[src/rtl/ovi_issue_sequencer_pkg.sv]
// ---------------------------------------------------------------------------
// ovi_issue_sequencer_pkg
//   Shared definitions for the OVI vector-issue engine: the bus structs used
//   between the scalar front end and the vector core, the sequencer FSM state
//   type and the instruction-buffer entry type.
//
//   Width macros OVI_INSTR_WIDTH / OVI_VL_WIDTH / OVI_SEW_WIDTH get defaults
//   here when the build does not provide them.
//   Optional feature macro used by the top level: OVI_ISSUE_PERF_EN.
// ---------------------------------------------------------------------------
`ifndef OVI_INSTR_WIDTH
`define OVI_INSTR_WIDTH 32
`endif
`ifndef OVI_VL_WIDTH
`define OVI_VL_WIDTH 8
`endif
`ifndef OVI_SEW_WIDTH
`define OVI_SEW_WIDTH 3
`endif

package ovi_issue_sequencer_pkg;

  localparam int INSTR_W = `OVI_INSTR_WIDTH;
  localparam int VL_W    = `OVI_VL_WIDTH;
  localparam int SEW_W   = `OVI_SEW_WIDTH;

  // Issue bus towards the vector core; the core accepts every valid cycle.
  typedef struct packed {
    logic               valid;
    logic [INSTR_W-1:0] instr;
    logic [VL_W-1:0]    vl;
    logic [SEW_W-1:0]   sew;
  } core_issue_bus;

  // Completion bus from the vector core; one valid cycle retires one instruction.
  typedef struct packed {
    logic valid;
  } core_completed_bus;

  typedef enum logic [1:0] {
    IDLE   = 2'd0,
    ISSUE  = 2'd1,
    DRAIN  = 2'd2,
    HALTED = 2'd3
  } state_t;

  // Buffered instruction together with the vl/sew that were live when it was pushed.
  typedef struct packed {
    logic [INSTR_W-1:0] instr;
    logic [VL_W-1:0]    vl;
    logic [SEW_W-1:0]   sew;
  } issue_entry_t;

  function automatic issue_entry_t make_entry(input logic [INSTR_W-1:0] instr,
                                              input logic [VL_W-1:0]    vl,
                                              input logic [SEW_W-1:0]   sew);
    issue_entry_t e;
    e.instr = instr;
    e.vl    = vl;
    e.sew   = sew;
    return e;
  endfunction

endpackage

[src/rtl/ovi_issue_fifo.sv]
// ---------------------------------------------------------------------------
// ovi_issue_fifo
//   Synchronous-write, combinational-read instruction buffer. Read and write
//   pointers are one bit wider than the index so full and empty fall out of a
//   plain pointer compare. A push while full is only taken if a pop happens in
//   the same cycle, so occupancy then stays unchanged.
//
// Ports
//   clk_i    in   clock, rising edge
//   rst_ni   in   asynchronous active-low reset (empties the buffer)
//   push_i   in   write wdata_i on this edge
//   pop_i    in   discard the head entry on this edge
//   wdata_i  in   entry to write
//   rdata_o  out  current head entry (valid when !empty_o)
//   full_o   out  DEPTH entries held
//   empty_o  out  no entries held
//   count_o  out  current occupancy
// ---------------------------------------------------------------------------
module ovi_issue_fifo
  import ovi_issue_sequencer_pkg::*;
#(
  parameter int  DEPTH   = 8,
  parameter type entry_t = issue_entry_t
) (
  input  logic                   clk_i,
  input  logic                   rst_ni,
  input  logic                   push_i,
  input  logic                   pop_i,
  input  entry_t                 wdata_i,
  output entry_t                 rdata_o,
  output logic                   full_o,
  output logic                   empty_o,
  output logic [$clog2(DEPTH):0] count_o
);

  localparam int IDX_W = $clog2(DEPTH);

  entry_t           mem_q [DEPTH];
  logic [IDX_W:0]   wrPtr_q, wrPtr_d;
  logic [IDX_W:0]   rdPtr_q, rdPtr_d;
  logic             pushEn;
  logic             popEn;

  // Accept/advance decisions; pushing into a full buffer needs a same-cycle pop.
  always_comb begin
    popEn   = pop_i && !empty_o;
    pushEn  = push_i && (!full_o || popEn);
    wrPtr_d = pushEn ? wrPtr_q + 1'b1 : wrPtr_q;
    rdPtr_d = popEn  ? rdPtr_q + 1'b1 : rdPtr_q;
  end

  // Full when the pointers differ only in the wrap bit, empty when identical.
  always_comb begin
    empty_o = (wrPtr_q == rdPtr_q);
    full_o  = (wrPtr_q[IDX_W] != rdPtr_q[IDX_W]) &&
              (wrPtr_q[IDX_W-1:0] == rdPtr_q[IDX_W-1:0]);
    count_o = wrPtr_q - rdPtr_q;
    rdata_o = mem_q[rdPtr_q[IDX_W-1:0]];
  end

  // Pointer registers; reset simply forgets everything stored.
  always_ff @(posedge clk_i or negedge rst_ni) begin
    if (!rst_ni) begin
      wrPtr_q <= '0;
      rdPtr_q <= '0;
    end else begin
      wrPtr_q <= wrPtr_d;
      rdPtr_q <= rdPtr_d;
    end
  end

  // Storage array has no reset; entries are only read once written.
  always_ff @(posedge clk_i) begin
    if (pushEn) begin
      mem_q[wrPtr_q[IDX_W-1:0]] <= wdata_i;
    end
  end

endmodule

[src/rtl/ovi_issue_sequencer.sv]
// ---------------------------------------------------------------------------
// ovi_issue_sequencer
//   OVI vector-issue engine. Buffers instructions from the scalar front end
//   (each tagged with the vl/sew live at push time), issues them to the vector
//   core with at most MAX_OUTSTANDING in flight, retires them on completion,
//   supports halt-with-drain and flags completions that arrive with nothing in
//   flight as a sticky protocol error.
//
// Optional feature macro: OVI_ISSUE_PERF_EN adds perf_issued_o/perf_stall_o.
//
// Ports
//   clk_i            in   clock, rising edge
//   rst_ni           in   asynchronous active-low reset
//   core_halt_i      in   halt request from the scalar core
//   instr_valid_i    in   push request
//   instr_data_i     in   instruction to push
//   instr_ready_o    out  buffer not full
//   cfg_we_i         in   vl/sew write strobe
//   cfg_vl_i         in   new vl
//   cfg_sew_i        in   new sew
//   core_completed_i in   completion from the vector core
//   core_issue_o     out  instr/vl/sew/valid to the vector core
//   outstanding_o    out  issued-but-not-completed count
//   idle_o           out  IDLE or HALTED with nothing outstanding
//   proto_err_o      out  sticky protocol error
//   perf_issued_o    out  (OVI_ISSUE_PERF_EN) issue cycle count
//   perf_stall_o     out  (OVI_ISSUE_PERF_EN) stalled ISSUE cycle count
// ---------------------------------------------------------------------------
module ovi_issue_sequencer
  import ovi_issue_sequencer_pkg::*;
#(
  parameter int FIFO_DEPTH      = 8,
  parameter int MAX_OUTSTANDING = 4,
  parameter int VL_RESET        = 8,
  parameter int SEW_RESET       = 2
) (
  input  logic                                   clk_i,
  input  logic                                   rst_ni,
  input  logic                                   core_halt_i,
  input  logic                                   instr_valid_i,
  input  logic [`OVI_INSTR_WIDTH-1:0]            instr_data_i,
  output logic                                   instr_ready_o,
  input  logic                                   cfg_we_i,
  input  logic [`OVI_VL_WIDTH-1:0]               cfg_vl_i,
  input  logic [`OVI_SEW_WIDTH-1:0]              cfg_sew_i,
  input  core_completed_bus                      core_completed_i,
  output core_issue_bus                          core_issue_o,
  output logic [$clog2(MAX_OUTSTANDING+1)-1:0]   outstanding_o,
  output logic                                   idle_o,
  output logic                                   proto_err_o
`ifdef OVI_ISSUE_PERF_EN
  ,
  output logic [31:0]                            perf_issued_o,
  output logic [31:0]                            perf_stall_o
`endif
);

  localparam int                OUT_W   = $clog2(MAX_OUTSTANDING + 1);
  localparam int                CNT_W   = $clog2(FIFO_DEPTH) + 1;
  localparam logic [OUT_W-1:0]  OUT_MAX = OUT_W'(MAX_OUTSTANDING);

  state_t             state_q, state_d;
  logic [VL_W-1:0]    vl_q, vl_d;
  logic [SEW_W-1:0]   sew_q, sew_d;
  logic [OUT_W-1:0]   outstanding_q, outstanding_d;
  logic               protoErr_q, protoErr_d;

  issue_entry_t       pushEntry;
  issue_entry_t       headEntry;
  logic               fifoFull;
  logic               fifoEmpty;
  logic [CNT_W-1:0]   fifoCount;
  logic               issueFire;
  logic               pushFire;
  logic               fifoDrains;

  // Issue is a pure function of registered state plus the halt input; the core
  // has no ready, so every valid cycle is a pop. Pushing into a full buffer is
  // allowed only when that same cycle pops.
  always_comb begin
    issueFire  = (state_q == ISSUE) && !fifoEmpty &&
                 (outstanding_q < OUT_MAX) && !core_halt_i;
    pushFire   = instr_valid_i && (!fifoFull || issueFire);
    pushEntry  = make_entry(instr_data_i, vl_q, sew_q);
    fifoDrains = fifoEmpty ||
                 ((fifoCount == CNT_W'(1)) && issueFire && !pushFire);
  end

  ovi_issue_fifo #(
    .DEPTH   (FIFO_DEPTH),
    .entry_t (issue_entry_t)
  ) u_fifo (
    .clk_i   (clk_i),
    .rst_ni  (rst_ni),
    .push_i  (pushFire),
    .pop_i   (issueFire),
    .wdata_i (pushEntry),
    .rdata_o (headEntry),
    .full_o  (fifoFull),
    .empty_o (fifoEmpty),
    .count_o (fifoCount)
  );

  // Live vl/sew; a push in the same cycle as a write still captures the old values.
  always_comb begin
    vl_d  = vl_q;
    sew_d = sew_q;
    if (cfg_we_i) begin
      vl_d  = cfg_vl_i;
      sew_d = cfg_sew_i;
    end
  end

  // Credit counter: issue and completion in one cycle cancel out. A lone
  // completion with nothing in flight is a protocol error and the count holds at 0.
  always_comb begin
    outstanding_d = outstanding_q;
    protoErr_d    = protoErr_q;
    case ({issueFire, core_completed_i.valid})
      2'b10: outstanding_d = outstanding_q + 1'b1;
      2'b01: begin
        if (outstanding_q == '0) begin
          protoErr_d = 1'b1;
        end else begin
          outstanding_d = outstanding_q - 1'b1;
        end
      end
      default: outstanding_d = outstanding_q;
    endcase
  end

  // Sequencer FSM. DRAIN looks at the post-completion count so a final
  // completion lands in HALTED on the next edge without an extra cycle.
  always_comb begin
    state_d = state_q;
    case (state_q)
      IDLE: begin
        if (core_halt_i) begin
          state_d = (outstanding_q == '0) ? HALTED : DRAIN;
        end else if (!fifoEmpty) begin
          state_d = ISSUE;
        end
      end
      ISSUE: begin
        if (core_halt_i) begin
          state_d = DRAIN;
        end else if (fifoDrains) begin
          state_d = IDLE;
        end
      end
      DRAIN: begin
        if (outstanding_d == '0) begin
          state_d = HALTED;
        end
      end
      HALTED: begin
        if (!core_halt_i) begin
          state_d = IDLE;
        end
      end
      default: state_d = IDLE;
    endcase
  end

  // All control state; reset drops buffered and in-flight work together.
  always_ff @(posedge clk_i or negedge rst_ni) begin
    if (!rst_ni) begin
      state_q       <= IDLE;
      vl_q          <= VL_W'(VL_RESET);
      sew_q         <= SEW_W'(SEW_RESET);
      outstanding_q <= '0;
      protoErr_q    <= 1'b0;
    end else begin
      state_q       <= state_d;
      vl_q          <= vl_d;
      sew_q         <= sew_d;
      outstanding_q <= outstanding_d;
      protoErr_q    <= protoErr_d;
    end
  end

  // Issue payload always comes from the buffered entry, never from vl_q/sew_q.
  always_comb begin
    core_issue_o.valid = issueFire;
    core_issue_o.instr = headEntry.instr;
    core_issue_o.vl    = headEntry.vl;
    core_issue_o.sew   = headEntry.sew;
    instr_ready_o      = !fifoFull;
    outstanding_o      = outstanding_q;
    idle_o             = ((state_q == IDLE) || (state_q == HALTED)) &&
                         (outstanding_q == '0);
    proto_err_o        = protoErr_q;
  end

`ifdef OVI_ISSUE_PERF_EN
  logic [31:0] perfIssued_q, perfIssued_d;
  logic [31:0] perfStall_q, perfStall_d;

  // A stall is an ISSUE cycle with work buffered that still did not issue
  // (credit exhausted or halt just raised).
  always_comb begin
    perfIssued_d = issueFire ? perfIssued_q + 32'd1 : perfIssued_q;
    perfStall_d  = ((state_q == ISSUE) && !fifoEmpty && !issueFire) ?
                   perfStall_q + 32'd1 : perfStall_q;
  end

  // Free-running counters that wrap naturally at 2^32.
  always_ff @(posedge clk_i or negedge rst_ni) begin
    if (!rst_ni) begin
      perfIssued_q <= '0;
      perfStall_q  <= '0;
    end else begin
      perfIssued_q <= perfIssued_d;
      perfStall_q  <= perfStall_d;
    end
  end

  assign perf_issued_o = perfIssued_q;
  assign perf_stall_o  = perfStall_q;
`endif

endmodule
[config.mk]
export PLATFORM = sky130hd
export DESIGN_NAME = ovi_issue_sequencer
export DESIGN_NICKNAME = d
export VERILOG_FILES = /design/src/rtl/ovi_issue_sequencer_pkg.sv /design/src/rtl/ovi_issue_fifo.sv /design/src/rtl/ovi_issue_sequencer.sv
export SDC_FILE = /design/constraint.sdc
export NUM_CORES = 1
export LEC_CHECK = 0
export BUFFER_PORTS_ARGS = -buffer_cell sky130_fd_sc_hd__buf_4
export CORE_MARGIN = 3
export CORE_UTILIZATION = 55
export DETAILED_ROUTE_END_ITERATION = 10
export GPL_ROUTABILITY_DRIVEN = 0
export GPL_TIMING_DRIVEN = 0
export PLACE_DENSITY = 0.7
export SYNTH_ARGS = -nofsm -noshare
export SYNTH_HDL_FRONTEND = slang
export SYNTH_SLANG_ARGS = --single-unit
[constraint.sdc]
create_clock -name clk_i -period 16.1 [get_ports clk_i]
set_input_delay 2.415 -clock clk_i [delete_from_list [all_inputs] [get_ports clk_i]]
set_output_delay 2.415 -clock clk_i [all_outputs]
set_load 0.05 [all_outputs]
# Yosys cells after proc, flatten, opt, wreduce, memory -nomap -nowiden
# Memories as Yosys holds them, arrays and structs flattened.
# Index checks and enable logic that the tools add are counted.
[word_totals]
reg_bits = 25
ram_bits = 344
input_bits = 49
output_inout_bits = 50
wordCells = 62
memories = 1
[memory_table]
columns = ["name", "words", "word_bits", "read_ports", "rd_ports_with_merged_regs", "write_ports", "line_no", "text"]
rows = [
  ["u_fifo.mem_q", 8, 43, 1, 0, 1, "ovi_issue_fifo.sv:38", "entry_t mem_q [DEPTH];"],
]
[classes]
n_addsub = 5
order_cmp = 1
n_eq_ne = 13
mux = 12
n_reduce_logical = 23
[op_table]
columns = ["cell", "count"]
rows = [
  ["2-to-1 mux 2 bit", 6],
  ["logical AND 1 bit", 10],
  ["adder 4 x 1 -> 4 bit (second input constant)", 2],
  ["case mux 2 bit (4 select lines)", 1],
  ["== test 2 bit (second input constant)", 3],
  ["zero test 3 bit", 2],
  ["inequality test 3 bit (second input constant)", 2],
  ["case mux 3 bit (2 select lines)", 1],
  ["== test 2 x 1 -> 1 bit (second input constant)", 2],
  ["== test 4 x 1 -> 1 bit (second input constant)", 1],
  ["== test 4 bit", 1],
  ["zero test 1 bit", 4],
  ["logical OR 1 bit", 4],
  ["inequality test 2 bit (second input constant)", 2],
  ["AND reduction 4 bit", 1],
  ["subtractor 4 bit", 1],
  ["adder 3 x 1 -> 3 bit (second input constant)", 1],
  ["== test 3 bit", 1],
  ["less-than comparator 3 bit (second input constant)", 1],
  ["2-to-1 mux 1 bit", 3],
  ["2-to-1 mux 3 bit", 1],
  ["subtractor 3 x 1 -> 3 bit (second input constant)", 1],
  ["zero test 2 bit", 1],
  ["AND reduction 2 bit", 1],
  ["inequality test 1 bit", 1],
]

# Longest topological paths before layout
[logic_depth]
ltp_word = 13
depth_mapped = 16
depth_no_buf = 13

# Hierarchy
# Synthesis repeated with hierarchy kept, for this count alone.
[hier_totals]
cells_unflattened = 728
hier_area_um2 = 14426.3
[modules_own_cells]
columns = ["module", "instances", "cells_each", "area_each_um2", "seq_area_each_um2"]
rows = [
  ["ovi_issue_fifo", 1, 647, 13475.4, 10530.1],
  ["ovi_issue_sequencer", 1, 81, 950.9, 427.9],
]

# Least setup slack after synthesis
# Ideal clock, no wire load.
[synth_timing]
path_kind = "input to register"
from = "in core_halt_i"
to = "mem u_fifo.mem_q[0][0] in the netlist's numbering, enable pin"
setup_ns = 0.551
arrival_ns = 7.281
required_time_ns = 15.549
path_slack_ns = 8.268
cell_stages = 3
path_buffers = 0
cell_sequence = "nor4b_4 o21ai_0 nor4_1"
[synth_via]
elab_chain_len = 7
word_cells_on_any_way = 9
classes_between = "mux (2); reduce/logical (7)"
[synth_rtl]
columns = ["item", "line_no", "text"]
rows = [
  ["from (decl)", "ovi_issue_sequencer.sv:39", "input logic core_halt_i,"],
  ["zero test 1 bit *", "--", ""],
  ["logical AND 1 bit *", "ovi_issue_sequencer.sv:82", "(outstanding_q < OUT_MAX) && !core_halt_i;"],
  ["logical OR 1 bit / logical AND 1 bit (equally long branches)", "ovi_issue_sequencer.sv:83, ovi_issue_fifo.sv:46", ""],
  ["logical AND 1 bit / logical OR 1 bit (equally long branches)", "ovi_issue_sequencer.sv:83, ovi_issue_fifo.sv:47", ""],
  ["logical AND 1 bit *", "ovi_issue_fifo.sv:47", "pushEn = push_i && (!full_o || popEn);"],
  ["2-to-1 mux 1 bit *", "ovi_issue_fifo.sv:74", "if (pushEn) begin"],
  ["2-to-1 mux 1 bit (implied by the code) *", "ovi_issue_fifo.sv:75", "mem_q[wrPtr_q[IDX_W-1:0]] <= wdata_i;"],
  ["to (decl)", "ovi_issue_fifo.sv:38", ""],
]
# Every way passes the cells marked *; elsewhere a longest branch is shown, timed or not.

# Worst setup path after layout
[layout_timing]
from = "reg u_fifo.rdPtr_q[1]"
to = "out core_issue_o[43] in the netlist's numbering"
[layout_via]
elab_chain_len = 5
[layout_rtl]
columns = ["item", "line_no", "text"]
rows = [
  ["from (decl)", "ovi_issue_fifo.sv:40", "logic [IDX_W:0] rdPtr_q, rdPtr_d;"],
  ["from (signal assigned)", "ovi_issue_fifo.sv:68", "rdPtr_q <= rdPtr_d;"],
  ["== test 4 bit", "ovi_issue_fifo.sv:54", "empty_o = (wrPtr_q == rdPtr_q);"],
  ["zero test 1 bit", "--", ""],
  ["logical AND 1 bit (2 in a row)", "ovi_issue_sequencer.sv:81", "issueFire = (state_q == ISSUE) && !fifoEmpty &&"],
  ["logical AND 1 bit", "ovi_issue_sequencer.sv:82", ""],
  ["to (decl)", "ovi_issue_sequencer.sv:47", "output core_issue_bus core_issue_o,"],
]
# No other way between the ends.

==> results.md <==
* Post-CTS sizing at 0
* Ys async rst share at 0.06775
* Post-synth EDFFs at 344
* Commonest non-fill, non-tap cell in the layout: edfxtp_1
* Synthesized net count at between 700 and 800
* Postcts setup bufs at 0
* Final nets at 959
* I/O Buffers at 98
* First-pass GRT wire length at 44.62 mm
* Synth Warn # at 0
* Yosys reg bits at ~370
* Smallest hold slack at between 0.4 and 0.5 ns
* GR Util met2 at 0.3475
* Combinational share of power at 0.394
* Min-Delay Path Class: flip-flop to flip-flop
* Status: finished, final reports clean
* Crit path cell chain: buf_2 > clkbuf_1 > clkbuf_1 > inv_1 > ha_1 > nand3_1 > nor2_1 > nor4b_4 > buf_4 > buf_4
* Mapped Cells at a little over 700
* Max cap viols at 0
* WP buf/inv at 6
* Cts-stage hold buffer count at 0
* Fmax at roughly 160 MHz
* Setup crit end kind: primary output
* # IOs at 99
* Top Family by Delay on Critical Path: buffers and inverters
* Clock latency at the later pin of the worst-skew pair at around 0.51 ns
* Gr ovfl total at 0
* Non-filler cells, final at 1,250
* Die W at roughly 170 um
* Syn_area_per_cell at 19.76 sq um
* Initial antenna violation count at 1
* Lkg Pwr at ~6.0 nW
* Initial Utilization at 0.5657
* Inserted Diodes at 0
* DP Wirelength at around 19 mm
* Avg Vias per Cell at between 5 and 6
* Clock transition at path regs at about 0.06 ns
* Clock root cell: clkbuf_16
* Peak supply drop at roughly 0.12 mV
* Crit share post-route at 0.3988
* Final setup viols at 0
* Area grow syn2layout at 18.83%
* Fin. Hold Viols at 0
* CP Class: flip-flop to primary output
* Worst Path Required at 13.69 ns
* Sequential area share after synthesis at 0.7626
* Worst-Margin Slew at ~0.95 ns
* PwrDens at about 200 nW/um^2
* Reg power frac at 0.371
* Worst Setup Start Kind: flip-flop
* Row count at 58
* Total core area at between 20,000 and 30,000 sq um
* Routed via count at a little over 7,000
* Synth unique cells at between 40 and 50
* GR Layer Usage met3 at 0.04320
* Clock Skew at approximately 0.011 ns
* Antenna-violating nets left at 0
* Max clock buf depth at 3
* TritonCTS buffer count at 36
* Final Util at 0.6723
* Pre-CTS setup slack at approximately 10 ns
* Clock power frac at 0.236
* Residual DRC count at 0
* Met1 global-route usage at 0.2900
* Detailed Routing Iterations Pass 1 at 5
* Internal power at 2.174 mW
* Final setup margin at ~9.7 ns
* Total Wirelength at 28.78 mm
* Post-Synthesis Cell Area at 14,370 sq um
* Gr busiest metal: met2
* Per-cell routed wire length at 23.03 um
* Share of layout cells above drive strength 1 at 0.3304
* CP max FO at 10
* Number of global-route vias before repair at between 7,000 and 8,000
* Die ar. at between 20,000 and 30,000 sq um
* Switch share at 0.3630
* CTS tree: yes
* Setup TNS at 0 ns
* Fillcell total at roughly 1,700
* Worst stage delay on the critical path at 0.65 ns
* Post-placement cell count at about 1,200
* Time the worst path needs with I/O delays and setup at around 6.4 ns
* Slew Limit Fails at 0
* Max H-tree Level at 2
* CTS sink count at around 370
* Largest net degree at the start of global routing at 26
* P_sw at roughly 1.2 mW
* Critical-path top delay cell: clkbuf_1
* Arr. time, crit path at about 4 ns
* RSZ-0062 raised after global routing: false
* Highest-count cells in the layout ignoring fill and taps: 344 x edfxtp_1, 143 x nand2_1, 105 x buf_4
* GRT Util Overall at 0.2094
* Max transition margin at 0.3651
* Die Ht at 167.6 um
* Post-synth top flop: edfxtp_1
* Initial DRC Count at around 600
==> cell usage after synthesis (all sizes together), types with 4 or more instances <==
cell type    n  area (sq um)
edfxtp     344         10330
nand2      143         536.8
mux4        86          1937
dfrtp       23         575.6
clkbuf      19         71.32
ha          15         187.7
inv         14         52.55
buf         13         66.31
mux2        11         123.9
nor2         6         22.52
o21ai        5         25.02
xnor2        5         43.79
nor3         4         20.02
==> metrics by stage <==
stage | total power, mW | cell area, sq um
2_1_floorplan | 2.213 | 14370
3_3_place_gp | 2.581 | 15520
3_5_place_dp | 2.642 | 15940
4_1_cts | 3.445 | 17080
5_1_grt | 3.572 | 17080
6_report | 3.413 | 17080
==> flip-flops by register name, summed over array words and instances, names as in the netlist <==
signal	count
sew_q	3
state_q	2
outstanding_o	3
u_fifo.mem_q	344
vl_q	8
u_fifo.rdPtr_q	4
u_fifo.wrPtr_q	4
proto_err_o	1
==> worst register-to-register path: cells and delay by family (launching register included) <==
kind                     cells  cell delay (ns)
buffers and inverters        7             2.17
adder cells (fa/ha/maj)      1             0.34
AO/OA/AOI/OAI                1             0.41
flip-flops                   1             0.43
AND/OR/NAND/NOR              4             1.60
==> routing by layer <==
metal | routed length, um | share of wire
met1 | 12010 | 0.42
met2 | 14500 | 0.50
met5 | 13 | 0.00045
met4 | 551 | 0.019
met3 | 1708 | 0.059
==> power by group through the flow <==
stage,logic (mW),clock network [mW],registers (mW)
CTS,1.37,0.815,1.27
floorplan,0.928,0,1.29
global route,1.44,0.856,1.28
detailed placement,1.36,0,1.28
finish,1.34,0.804,1.27
global placement,1.28,0,1.30
==> logic make-up (layout without fill, tap and decap cells) <==
group,Yosys count,in the layout,synth area share
and+or+nand+nor,168,168,0.04937
DFF,369,369,0.7626
muxes,100,100,0.1455
xor gates and xnor gates,8,8,0.004877
adders and majority gates,16,16,0.01445
AOI/OAI and AO/OA,19,19,0.009666
buffers and inverters,47,240,0.01350
==> path summary, 6_finish.rpt <==
kind | startpoint | endpoint | slack (ns) | cells after the start
worst max-delay path | u_fifo.rdPtr_q[1]$_DFFE_PN0P_ | core_issue_o[43] | 9.68 | 10
worst min-delay path | u_fifo.wrPtr_q[3]$_DFFE_PN0P_ | u_fifo.wrPtr_q[3]$_DFFE_PN0P_ | 0.49 | 1
worst max register to register | u_fifo.rdPtr_q[1]$_DFFE_PN0P_ | u_fifo.mem_q[3][32]$_DFFE_PP_ | 10.86 | 13
worst min register to register | u_fifo.wrPtr_q[3]$_DFFE_PN0P_ | u_fifo.wrPtr_q[3]$_DFFE_PN0P_ | 0.49 | 1
max in group asynchronous | rst_ni | vl_q[3]$_DFFE_PN1P_ | 13.96 | 1
min in group asynchronous | rst_ni | vl_q[7]$_DFFE_PN0P_ | 1.83 | 1
==> area by class of cell <==
cell class | count | area (sq um) | share of cell area
Buffer | 32 | 137.6 | 0.008060
Clock buffer | 53 | 1016 | 0.05950
Clock inverter | 11 | 120.1 | 0.007035
Inverter | 15 | 56.30 | 0.003297
Multi-Input combinational cell | 311 | 3258 | 0.1908
Sequential cell | 369 | 10960 | 0.6418
Tap cell | 330 | 412.9 | 0.02418
Timing Repair Buffer | 129 | 1116 | 0.06536
No activity file was read; power rests on OpenSTA's default activity.
